## src/rtl/req8_arb_pkg.sv

```systemverilog
// Shared types and helpers for the 8-requester arbiter.
// Optional round-robin policy: REQ8_ARB_ROUND_ROBIN_EN.
package req8_arb_pkg;

    localparam int NREQ = 8;
    localparam int ID_W = 3;

    typedef enum logic {
        IDLE,
        GRANT
    } state_t;

    function automatic logic [NREQ-1:0] onehot8(input logic [ID_W-1:0] id);
        logic [NREQ-1:0] v;
        v = 8'd1 << id;
        return v;
    endfunction

endpackage

```

## src/rtl/req8_arb_if.sv

```systemverilog
// Request/grant bundle between requester agents and the arbiter.
// master = requester side, slave = arbiter side.
import req8_arb_pkg::*;

interface req8_arb_if;
    logic [NREQ-1:0] req;
    logic [NREQ-1:0] gnt;
    logic [ID_W-1:0] gnt_id;
    logic            gnt_valid;
    logic            timeout;

    modport master (
        output req,
        input  gnt, gnt_id, gnt_valid, timeout
    );

    modport slave (
        input  req,
        output gnt, gnt_id, gnt_valid, timeout
    );
endinterface

```

## src/rtl/req8_prienc.sv

```systemverilog
// Combinational 8-to-3 priority encoder, highest set bit wins.
// idx is 0 when no bit is set.
import req8_arb_pkg::*;

module req8_prienc (
    input  logic [NREQ-1:0] in,
    output logic [ID_W-1:0] idx,
    output logic            any
);
    always_comb begin
        idx = '0;
        any = |in;
        for (int i = 0; i < NREQ; i++) begin
            if (in[i]) idx = ID_W'(i);
        end
    end
endmodule

```

## src/rtl/req8_arbiter.sv

```systemverilog
// Holding arbiter for one shared resource among 8 requesters with timeout.
// Fixed priority by default; REQ8_ARB_ROUND_ROBIN_EN selects round-robin.
import req8_arb_pkg::*;

module req8_arbiter #(
    parameter int MAX_HOLD = 16,
    parameter int CNT_W    = 8
) (
    input  logic       clk,
    input  logic       rst_n,
    req8_arb_if.slave  bus
);
    localparam logic [CNT_W-1:0] HOLD = CNT_W'(MAX_HOLD);

    state_t            state_q, state_d;
    logic [NREQ-1:0]   gnt_q, gnt_d;
    logic [ID_W-1:0]   id_q, id_d;
    logic              to_q, to_d;
    logic [CNT_W-1:0]  cnt_q, cnt_d;
    logic [NREQ-1:0]   mask_q, mask_d;

    logic [NREQ-1:0]   eff;
    logic [NREQ-1:0]   enc_in;
    logic [ID_W-1:0]   enc_idx;
    logic              any;
    logic [ID_W-1:0]   win;

    assign eff = bus.req & mask_q;

    req8_prienc u_enc (
        .in  (enc_in),
        .idx (enc_idx),
        .any (any)
    );

`ifdef REQ8_ARB_ROUND_ROBIN_EN
    logic [ID_W-1:0] last_q, last_d;
    logic [ID_W-1:0] start;
    logic [ID_W-1:0] k;

    // Bit-reverse after rotating so start lands on the encoder's top bit.
    always_comb begin
        start  = last_q + 3'd1;
        enc_in = '0;
        k      = '0;
        for (int j = 0; j < NREQ; j++) begin
            k         = start + ID_W'(NREQ - 1 - j);
            enc_in[j] = eff[k];
        end
    end

    assign win = start + ID_W'(NREQ - 1) - enc_idx;

    always_ff @(posedge clk or negedge rst_n) begin
        if (!rst_n) last_q <= 3'd7;
        else        last_q <= last_d;
    end

    always_comb begin
        last_d = last_q;
        if (state_q == IDLE && any) last_d = win;
    end
`else
    assign enc_in = eff;
    assign win    = enc_idx;
`endif

    always_ff @(posedge clk or negedge rst_n) begin
        if (!rst_n) begin
            state_q <= IDLE;
            gnt_q   <= '0;
            id_q    <= '0;
            to_q    <= 1'b0;
            cnt_q   <= '0;
            mask_q  <= '1;
        end else begin
            state_q <= state_d;
            gnt_q   <= gnt_d;
            id_q    <= id_d;
            to_q    <= to_d;
            cnt_q   <= cnt_d;
            mask_q  <= mask_d;
        end
    end

    always_comb begin
        state_d = state_q;
        gnt_d   = gnt_q;
        id_d    = id_q;
        to_d    = 1'b0;
        cnt_d   = cnt_q;
        mask_d  = mask_q;
        unique case (state_q)
            IDLE: begin
                if (any) begin
                    state_d = GRANT;
                    gnt_d   = onehot8(win);
                    id_d    = win;
                    cnt_d   = CNT_W'(1);
                    mask_d  = '1;
                end else if (|bus.req) begin
                    mask_d  = '1;
                end
            end
            GRANT: begin
                // Release wins over a coincident timeout.
                if (!bus.req[id_q]) begin
                    state_d = IDLE;
                    gnt_d   = '0;
                    id_d    = '0;
                    cnt_d   = '0;
                    mask_d  = '1;
                end else if (cnt_q == HOLD) begin
                    state_d = IDLE;
                    gnt_d   = '0;
                    id_d    = '0;
                    cnt_d   = '0;
                    to_d    = 1'b1;
                    mask_d  = ~onehot8(id_q);
                end else begin
                    cnt_d   = cnt_q + CNT_W'(1);
                end
            end
            default: state_d = IDLE;
        endcase
    end

    assign bus.gnt       = gnt_q;
    assign bus.gnt_id    = id_q;
    assign bus.gnt_valid = |gnt_q;
    assign bus.timeout   = to_q;
endmodule

```

## src/flat_wrapper.sv

```systemverilog
// flat-port wrapper written by rule: the top's interface ports become plain ports
module req8_arbiter_flat 
#(
    parameter int MAX_HOLD = 16,
    parameter int CNT_W    = 8
)
  (clk, rst_n, bus_req, bus_gnt, bus_gnt_id, bus_gnt_valid, bus_timeout);
  req8_arb_if bus_i ();
  input  logic clk;
  input  logic rst_n;
  input wire logic [$bits(bus_i.req)-1:0] bus_req;
  output wire logic [$bits(bus_i.gnt)-1:0] bus_gnt;
  output wire logic [$bits(bus_i.gnt_id)-1:0] bus_gnt_id;
  output wire logic [$bits(bus_i.gnt_valid)-1:0] bus_gnt_valid;
  output wire logic [$bits(bus_i.timeout)-1:0] bus_timeout;
  assign bus_i.req = bus_req;
  assign bus_gnt = bus_i.gnt;
  assign bus_gnt_id = bus_i.gnt_id;
  assign bus_gnt_valid = bus_i.gnt_valid;
  assign bus_timeout = bus_i.timeout;
  req8_arbiter #(.MAX_HOLD(MAX_HOLD), .CNT_W(CNT_W)) u_core (.clk(clk), .rst_n(rst_n), .bus(bus_i));
endmodule
```

## config.mk

```make
export PLATFORM = sky130hd
export DESIGN_NAME = req8_arbiter_flat
export DESIGN_NICKNAME = d
export VERILOG_FILES = /design/src/rtl/req8_arb_pkg.sv /design/src/rtl/req8_arb_if.sv /design/src/rtl/req8_prienc.sv /design/src/rtl/req8_arbiter.sv /design/src/flat_wrapper.sv
export SDC_FILE = /design/constraint.sdc
export NUM_CORES = 1
export LEC_CHECK = 0
export CORE_UTILIZATION = 58
export DETAILED_ROUTE_END_ITERATION = 12
export PLACE_DENSITY = 0.84
export SLEW_MARGIN = 30
export SYNTH_ARGS = -nofsm -noshare
export SYNTH_HDL_FRONTEND = slang
export SYNTH_SLANG_ARGS = --single-unit
export TNS_END_PERCENT = 10
```

## constraint.sdc

```tcl
create_clock -name clk -period 4.3 [get_ports clk]
set_clock_uncertainty 0.15 [all_clocks]
set_input_delay 0.86 -clock clk [delete_from_list [all_inputs] [get_ports clk]]
set_output_delay 0.86 -clock clk [all_outputs]
set_load 0.02 [all_outputs]
```

Word level (Yosys, flattened, before mapping)
Index checks and enable logic that the tools add are counted.
{"block": "totals", "regBits": 29, "inputBits": 10, "output_inout_bits": 13, "word_cells": 55}
{"block": "classes", "add_sub_neg": 1, "order_cmp": 1, "n_eq_ne": 4, "shifts": 2, "muxes": 33, "n_bitwise": 3, "reduce_logical": 5}
{"cell": "2-to-1 mux 8 bit", "count": 10}
{"cell": "one-hot mux 8 bit (2 select lines)", "count": 3}
{"cell": "2-to-1 mux 3 bit", "count": 9}
{"cell": "OR reduction 8 bit", "count": 3}
{"cell": "<< shifter 1 x 3 -> 8 bit (first input constant)", "count": 2}
{"cell": "adder 8 x 1 -> 8 bit (second input constant)", "count": 1}
{"cell": "AND 8 bit", "count": 1}
{"cell": "== test 8 x 5 -> 1 bit (second input constant)", "count": 1}
{"cell": "2-to-1 mux 1 bit", "count": 8}
{"cell": "NOT 8 bit", "count": 1}
{"cell": "one-hot mux 3 bit (2 select lines)", "count": 1}
{"cell": "less-than comparator 3 x 4 -> 1 bit (second input constant)", "count": 1}
{"cell": "AND reduction 2 bit", "count": 2}
{"cell": "binary-select mux 1 bit (select 3 bit)", "count": 1}
{"cell": "!= test 3 x 1 -> 1 bit (second input constant)", "count": 1}
{"cell": "!= test 3 bit (second input constant)", "count": 1}
{"cell": "!= test 2 x 1 -> 1 bit (second input constant)", "count": 1}
{"cell": "one-hot mux 1 bit (2 select lines)", "count": 1}
{"cell": "NOT 1 bit", "count": 1}

Depth between registers and ports, before layout
Gate-level depths: netlist (run 1).
{"block": "depth", "word_depth": 11, "depth_mapped": 8, "depth_no_buf": 7}

Modules after synthesis
A second synthesis (run 1) with hierarchy kept.
{"block": "hier_totals", "hier_cells": 163, "hier_area_um2": 1710.4}
{"mod": "req8_arbiter", "n_inst": 1, "cells_each": 151, "area_each_um2": 1644.1, "seq_area_each_um2": 735.7}
{"mod": "req8_prienc", "n_inst": 1, "cells_each": 12, "area_each_um2": 66.3, "seq_area_each_um2": 0.0}

Least setup slack after synthesis (run 1)
Ideal clock, no wire load.
{"block": "synth_timing", "kind": "input -> register", "startpoint": "in bus_req[4]", "endpoint": "reg u_core.mask_q[0]", "setup_ns": 0.082, "t_arrival_ns": 2.086, "required_ns": 4.068, "setup_slack_ns": 1.982, "cell_stages": 5, "path_buffers": 0, "cell_sequence": "a22o_2 > nor4_4 > nand3_2 > nand2_4 > mux2_2"}
{"block": "synth_via", "elab_chain_len": 4, "elab_cells_between_ends": 11, "classes_between": "eq/ne: 2; mux: 5; bitwise: 1; reduce/logical: 3"}
{"element": "from (decl)", "line_no": "flat_wrapper.sv:11", "rtl": "input wire logic [$bits(bus_i.req)-1:0] bus_req;"}
{"element": "binary-select mux 1 bit (select 3 bit) or AND 8 bit (tied branches)", "line_no": "req8_arbiter.sv:107, req8_arbiter.sv:28"}
{"element": "2-to-1 mux 1 bit (implied by the code) or OR reduction 8 bit (tied branches)", "line_no": "req8_arbiter.sv:107, req8_prienc.sv:12"}
{"element": "2-to-1 mux 8 bit (tied with other cells)", "line_no": "req8_arbiter.sv:107", "rtl": "if (!bus.req[id_q]) begin"}
{"element": "one-hot mux 8 bit (2 select lines) or AND reduction 2 bit (tied branches)"}
{"element": "to (signal assigned)", "line_no": "req8_arbiter.sv:82", "rtl": "mask_q <= mask_d;"}
{"element": "to (decl)", "line_no": "req8_arbiter.sv:20", "rtl": "logic [NREQ-1:0] mask_q, mask_d;"}
Several ways; a longest one is shown, not always the timed one. The select of a mux whose other input is x is not followed.
A chain may end at the register's enable or synchronous reset.

Final worst setup path (run 1)
{"block": "layout_timing", "startpoint": "reg u_core.id_q[1], in the netlist u_core.bus.gnt_id[1]", "endpoint": "out bus_gnt_id[1]"}
{"element": "from (decl)", "line_no": "req8_arbiter.sv:17", "rtl": "logic [ID_W-1:0] id_q, id_d;"}
{"element": "from (signal assigned)", "line_no": "req8_arbiter.sv:79", "rtl": "id_q <= id_d;"}
{"element": "to (decl)", "line_no": "flat_wrapper.sv:13", "rtl": "output wire logic [$bits(bus_i.gnt_id)-1:0] bus_gnt_id;"}
No word-level cell between the ends.

==> impl_metrics.json, run 1 <==
{
  "track_usage_pct": 24.6,
  "worstPathArrival_ns": 1.64,
  "final_nets": 194,
  "diodes": 0,
  "die_h_um": 55.5,
  "synth_top_area_share_pct": 31.6,
  "overflow": 0,
  "power_frac_seq_pct": 38.3,
  "cts-root-buf": "clkbuf_4",
  "tightest_slew_ns": 0.617,
  "syn_avg_cell_area_um2": 10.7,
  "cts_tree": "built",
  "ys_async_sr_fraction_pct": 100,
  "critical_path_depth": 1,
  "p_int_uw": 677,
  "nFillCells": 229,
  "avgViaCountPerCell": 6.35,
  "min_period_ns": 2.65,
  "switching_share_pct": 41.5,
  "synth-edff-count": 0,
  "hold_ws_ns": 0.307,
  "synth_cell_types": 40,
  "area_growth_pct": 17.1,
  "post_cts_buffers": 0,
  "drt_pre_antenna_iters": 4,
  "cts_hold_buf": 0,
  "finalWirelength_um": 3410,
  "antenna_found_initial": 0,
  "rsz0062_at_grt": "false",
  "drt_iter0_drc": 40,
  "cts_resized": 0,
  "rr_worst_depth": 5,
  "grt_pass1_vias": 1309,
  "slowest_delay_ns": 0.69,
  "clk_latency_ns": 0.33,
  "yosysTopAreaCell": "dfrtp_1",
  "gp_congestion": 0.911,
  "initial_core_util_pct": 60.8,
  "yosys_warnings": 0,
  "outcome": "finished, final reports clean",
  "dp_hpwl_um": 2530,
  "p_total_mw": 1.16,
  "synth_seq_cells": 29,
  "io_pins": 23,
  "relSlewSlack_pct": 58.7,
  "final_antenna_net_count": 0,
  "yosys-top-cells-area": "dfrtp_1, dfstp_2, mux2_2",
  "grt_pass1_wl_um": 5910,
  "synthesis.nets": 168,
  "finalHoldViolCount": 0,
  "crit_chain": "clkdlybuf4s50_1",
  "reg2reg_to": "u_core.mask_q[2]$_DFFE_PN1P_",
  "dieArea_um2": 3080,
  "drive_above_1_share_pct": 23.0,
  "crit-reg2reg-launch": "u_core.bus.gnt_id[1]$_DFFE_PN0P_",
  "stdcell_area_um2": 1950,
  "setup_violations": 0,
  "irDropWorstVdd_mv": 0.441,
  "clockBufferDepth": 2,
  "clock_sinks": 29,
  "power.combinational.fraction_pct": 45.3,
  "critPathSlowestCell": "clkdlybuf4s50_1",
  "cp.required_ns": 3.29,
  "switching_power_uw": 480,
  "drc": 0,
  "die_w_um": 55.5,
  "slew_viol_final": 0,
  "fmaxAchievable_mhz": 377,
  "powerDensity_nw_per_um2": 595,
  "htree_levels": 2,
  "cts_buffers": 5,
  "num_rows": 19,
  "ys.flop_type": "dfrtp_1",
  "drv_cap": 0,
  "netlist_instances": 156,
  "rrSetupSlack_ns": 2.15,
  "grt_max_degree": 21,
  "netlist_area_um2": 1660,
  "critPathTopFamily": "buffers and inverters",
  "clkPwrFrac_pct": 16.3,
  "path_class": "register to primary output",
  "clk_pin_slew_ns": 0.09,
  "path_max_fanout": 11,
  "dpl_cell_area_um2": 1880,
  "start_kind": "register",
  "via_count": 1358,
  "numPortBuffers": 22,
  "timing.critical_path.buf_inv": 1,
  "fin_crit_sh_pct": 61.7,
  "setup-tns-final_ns": 0,
  "leakagePower_nw": 0.842,
  "wl_per_cell_um": 15.9,
  "core_area_um2": 2730,
  "ys_seq_area_share_pct": 44.3,
  "worstSetupEndpointType": "primary output",
  "hold_path_class": "input pin to async pin"
}
-- sequential cells by signal (all words and copies together) (netlist names) --
name / flops
u_core.bus.timeout: 1
u_core.bus.gnt: 8
u_core.cnt_q: 8
u_core.state_q: 1
u_core.mask_q: 8
u_core.bus.gnt_id: 3
-- cell usage after synthesis, types with 2 or more instances --
| library cell | number |
|---|---|
| nor4_1 | 6 |
| o2bb2ai_1 | 5 |
| nor3b_1 | 2 |
| mux2_2 | 9 |
| mux2i_1 | 3 |
| ha_1 | 2 |
| a21o_1 | 4 |
| nand2_1 | 13 |
| a32o_1 | 3 |
| and3_1 | 2 |
| dfrtp_1 | 21 |
| inv_1 | 4 |
| nor2_1 | 15 |
| a211o_1 | 3 |
| nor3_1 | 5 |
| and2b_2 | 4 |
| a22o_1 | 6 |
| a22oi_1 | 2 |
| nand2_2 | 2 |
| buf_6 | 3 |
| o21ai_0 | 4 |
| dfstp_2 | 8 |
| nand4_1 | 3 |
| o22ai_1 | 2 |
| nand3_1 | 10 |
-- logic make-up (layout without fill, tap and decap cells) --
group / count (synthesis) / in the layout / share of synthesized area, %
AO/OA/AOI/OAI: 35 / 35 / 18.4
adder cells (fa/ha/maj): 2 / 2 / 1.51
buffers and inverters: 8 / 35 / 3.76
flip-flops: 29 / 29 / 44.3
multiplexers: 12 / 12 / 7.91
AND/OR/NAND/NOR: 70 / 70 / 24.1
-- cell usage in the layout (no fill, tap or decap), drive strengths merged, types with 3 or more instances in the layout --
master and n:
a211o 3, a21o 4, a22o 7, a32o 3
and2b 4, clkbuf 7, clkdlybuf4s50 21, dfrtp 21
dfstp 8, inv 4, mux2 9, mux2i 3
nand2 16, nand3 12, nand4 3, nor2 15
nor3 5, nor4 7, o21ai 4, o2bb2ai 5
-- routing by layer --
layer  GRT usage [%]  up-vias  share of wire (%)
li1                -      644                  -
met1            31.7      644                 44
met2            39.2       63                 47
met3            7.26        7                7.2
met4            9.29        0                1.5
met5               0        -                  0
-- layout make-up --
class,count,area [µm²],area share (%)
Sequential cell,29,736,37.8
Clock buffer,7,65.1,3.34
Timing Repair Buffer,23,223,11.4
Inverter,4,15.0,0.772
Clock inverter,1,5.00,0.257
Tap cell,31,38.8,1.99
Multi-Input combinational cell,119,863,44.4
-- worst max-delay path by stage --
stage,from,to,slack (ns)
floorplan,bus_req[4],u_core.mask_q[0]$_DFFE_PN1P_,1.98
global placement,bus_req[5],u_core.mask_q[0]$_DFFE_PN1P_,1.35
detailed placement,bus_req[4],u_core.mask_q[2]$_DFFE_PN1P_,1.32
CTS,u_core.bus.gnt[5]$_DFFE_PN0P_,bus_gnt_valid,1.63
global route,u_core.bus.gnt[1]$_DFFE_PN0P_,bus_gnt_valid,1.54
finish,u_core.bus.gnt_id[1]$_DFFE_PN0P_,bus_gnt_id[1],1.65
-- stage by stage --
stage | util [%] | setup slack (ns) | cells
3_3_place_gp | 68.8 | 1.35 | 206
2_1_floorplan | - | 1.98 | 156
5_1_grt | 71.2 | 1.54 | 214
3_5_place_dp | 68.8 | 1.32 | 206
6_report | 71.2 | 1.65 | 214
4_1_cts | 71.4 | 1.63 | 214
-- power groups by stage --
stage / combinational [mW] / sequential (mW) / clock, mW
floorplan: 0.413 / 0.431 / 0
global placement: 0.516 / 0.441 / 0
detailed placement: 0.526 / 0.443 / 0
CTS: 0.527 / 0.439 / 0.194
global route: 0.568 / 0.453 / 0.206
finish: 0.525 / 0.444 / 0.189
(Power assumes the default switching activity.)
==> run 2: changes to the inputs <==
Settings changed: CORE_UTILIZATION 58 to 54, PLACE_DENSITY 0.84 to 0.79.
Clock period 4.3 ns to 2.5 ns, I/O delays scaled along.
==> impl_metrics.json, run 2 (synthesis results as in run 1) <==
{
  "outcome": "finished, violations left",
  "violations": "design-rule violations",
  "hold_depth": 1,
  "slew_viol_final": 0,
  "via_count": 1420,
  "final_antenna_net_count": 0,
  "powerDensity_nw_per_um2": 1020,
  "post_cts_buffers": 0,
  "critical_path_depth": 1,
  "wl_per_cell_um": 16.5,
  "tightest_slew_ns": 0.474,
  "setup-tns-final_ns": 0,
  "clockBufferDepth": 2,
  "cp.required_ns": 1.85,
  "slowest_delay_ns": 0.69,
  "min_to": "u_core.bus.gnt[3]$_DFFE_PN0P_",
  "crit_chain": "clkdlybuf4s50_1",
  "irDropWorstVdd_mv": 0.628,
  "path_max_fanout": 11,
  "relSlewSlack_pct": 68.4,
  "setup_violations": 0,
  "antenna_found_initial": 0,
  "critPathSlowestCell": "clkdlybuf4s50_1",
  "timing.critical_path.buf_inv": 1,
  "dp_hpwl_um": 2680,
  "finalWirelength_um": 3710,
  "grt_max_degree": 30,
  "crit-reg2reg-launch": "u_core.bus.gnt_id[1]$_DFFE_PN0P_",
  "diodes": 0,
  "clock_sinks": 29,
  "clk_pin_slew_ns": 0.09,
  "grt_pass1_wl_um": 6480,
  "final_nets": 205,
  "initial_core_util_pct": 58.7,
  "worstSetupEndpointType": "primary output",
  "drt_iter0_drc": 60,
  "clk_latency_ns": 0.32,
  "start_kind": "register",
  "reg2reg_to": "u_core.mask_q[6]$_DFFE_PN1P_",
  "dpl_cell_area_um2": 1960,
  "cts-root-buf": "clkbuf_4",
  "finalNonFillerCells": 225,
  "htree_levels": 2,
  "rsz0062_at_grt": "false",
  "stdcell_area_um2": 2030,
  "fmaxAchievable_mhz": 432,
  "final_cell_mix": "clkdlybuf4s50_1, dfrtp_1, nor2_1",
  "drc": 2,
  "place_inst": 217,
  "io_pins": 23,
  "min_period_ns": 2.31,
  "fin_ws_ns": 0.188,
  "worstPathArrival_ns": 1.66,
  "final_common_cell": "clkdlybuf4s50_1",
  "gp_congestion": 0.840,
  "cts_resized": 0,
  "die_h_um": 57.5,
  "area_growth_pct": 22.4,
  "hold_path_class": "register to register",
  "drive_above_1_share_pct": 26.8,
  "path_class": "register to primary output",
  "critPathTopFamily": "buffers and inverters",
  "leakagePower_nw": 0.895,
  "holdCritStartpoint": "u_core.bus.gnt[3]$_DFFE_PN0P_",
  "die_w_um": 57.5,
  "rrSetupSlack_ns": 0.40,
  "rr_worst_depth": 5,
  "cts_tree": "built",
  "numPortBuffers": 22,
  "grt_pass1_vias": 1417,
  "track_usage_pct": 26.0,
  "p_total_mw": 2.07,
  "avgViaCountPerCell": 6.31,
  "cts_buffers": 5,
  "cts_hold_buf": 0,
  "num_rows": 19,
  "fin_crit_sh_pct": 92.5,
  "pre_cts_ws_ns": 0.0610,
  "drt_pre_antenna_iters": 8,
  "overflow": 0,
  "finalHoldViolCount": 0,
  "drv_cap": 0,
  "core_area_um2": 2830,
  "dieArea_um2": 3300
}
[run 2: changes by cell type in the layout (fill, tap and decap cells not counted), sizes merged]
| cell | previous run | this run |
|---|---|---|
| buf | 2 | 12 |
| clkdlybuf4s50 | 21 | 22 |
[run 2: worst max-delay path by stage]
stage                                         endpoint                        startpoint  slack [ns]
after floorplan           u_core.mask_q[0]$_DFFE_PN1P_  u_core.bus.gnt_id[0]$_DFFE_PN0P_        0.49
after global placement    u_core.mask_q[1]$_DFFE_PN1P_                        bus_req[6]        0.09
after detailed placement  u_core.mask_q[0]$_DFFE_PN1P_                        bus_req[5]        0.06
after CTS                                bus_gnt_valid     u_core.bus.gnt[5]$_DFFE_PN0P_        0.17
after global routing                     bus_gnt_valid     u_core.bus.gnt[5]$_DFFE_PN0P_        0.08
final                                    bus_gnt_id[1]  u_core.bus.gnt_id[1]$_DFFE_PN0P_        0.19
[run 2: where the power goes]
group / switching (mW) / leakage (nW) / internal, mW
Clock: 0.164 / 0.0413 / 0.163
Combinational: 0.518 / 0.490 / 0.453
Sequential: 0.177 / 0.364 / 0.597
Total: 0.859 / 0.895 / 1.21
[run 2: final cells by class]
| cell class | instances | area (µm²) |
|---|---|---|
| Sequential cell | 29 | 736 |
| Inverter | 4 | 15.0 |
| Multi-Input combinational cell | 119 | 863 |
| Timing Repair Buffer | 34 | 310 |
| Tap cell | 31 | 38.8 |
| Fill cell | 228 | 796 |
| Clock buffer | 7 | 65.1 |
| Clock inverter | 1 | 5.00 |
[run 2: metrics by stage]
| step | hold WS [ns] | util (%) |
|---|---|---|
| after floorplan | 0.0544 | - |
| after CTS | 0.381 | 71.9 |
| after global routing | 0.393 | 71.9 |
| final | 0.374 | 71.9 |
| after detailed placement | 0.358 | 69.4 |
| after global placement | 0.337 | 69.4 |
[run 2: layer usage]
layer,GRT usage [%],part of all wire [%],vias to the layer above
met5,0,0,-
met2,41.2,46,67
met1,34.6,45,672
li1,-,-,671
met3,6.58,6.6,10
met4,9.76,2.1,0
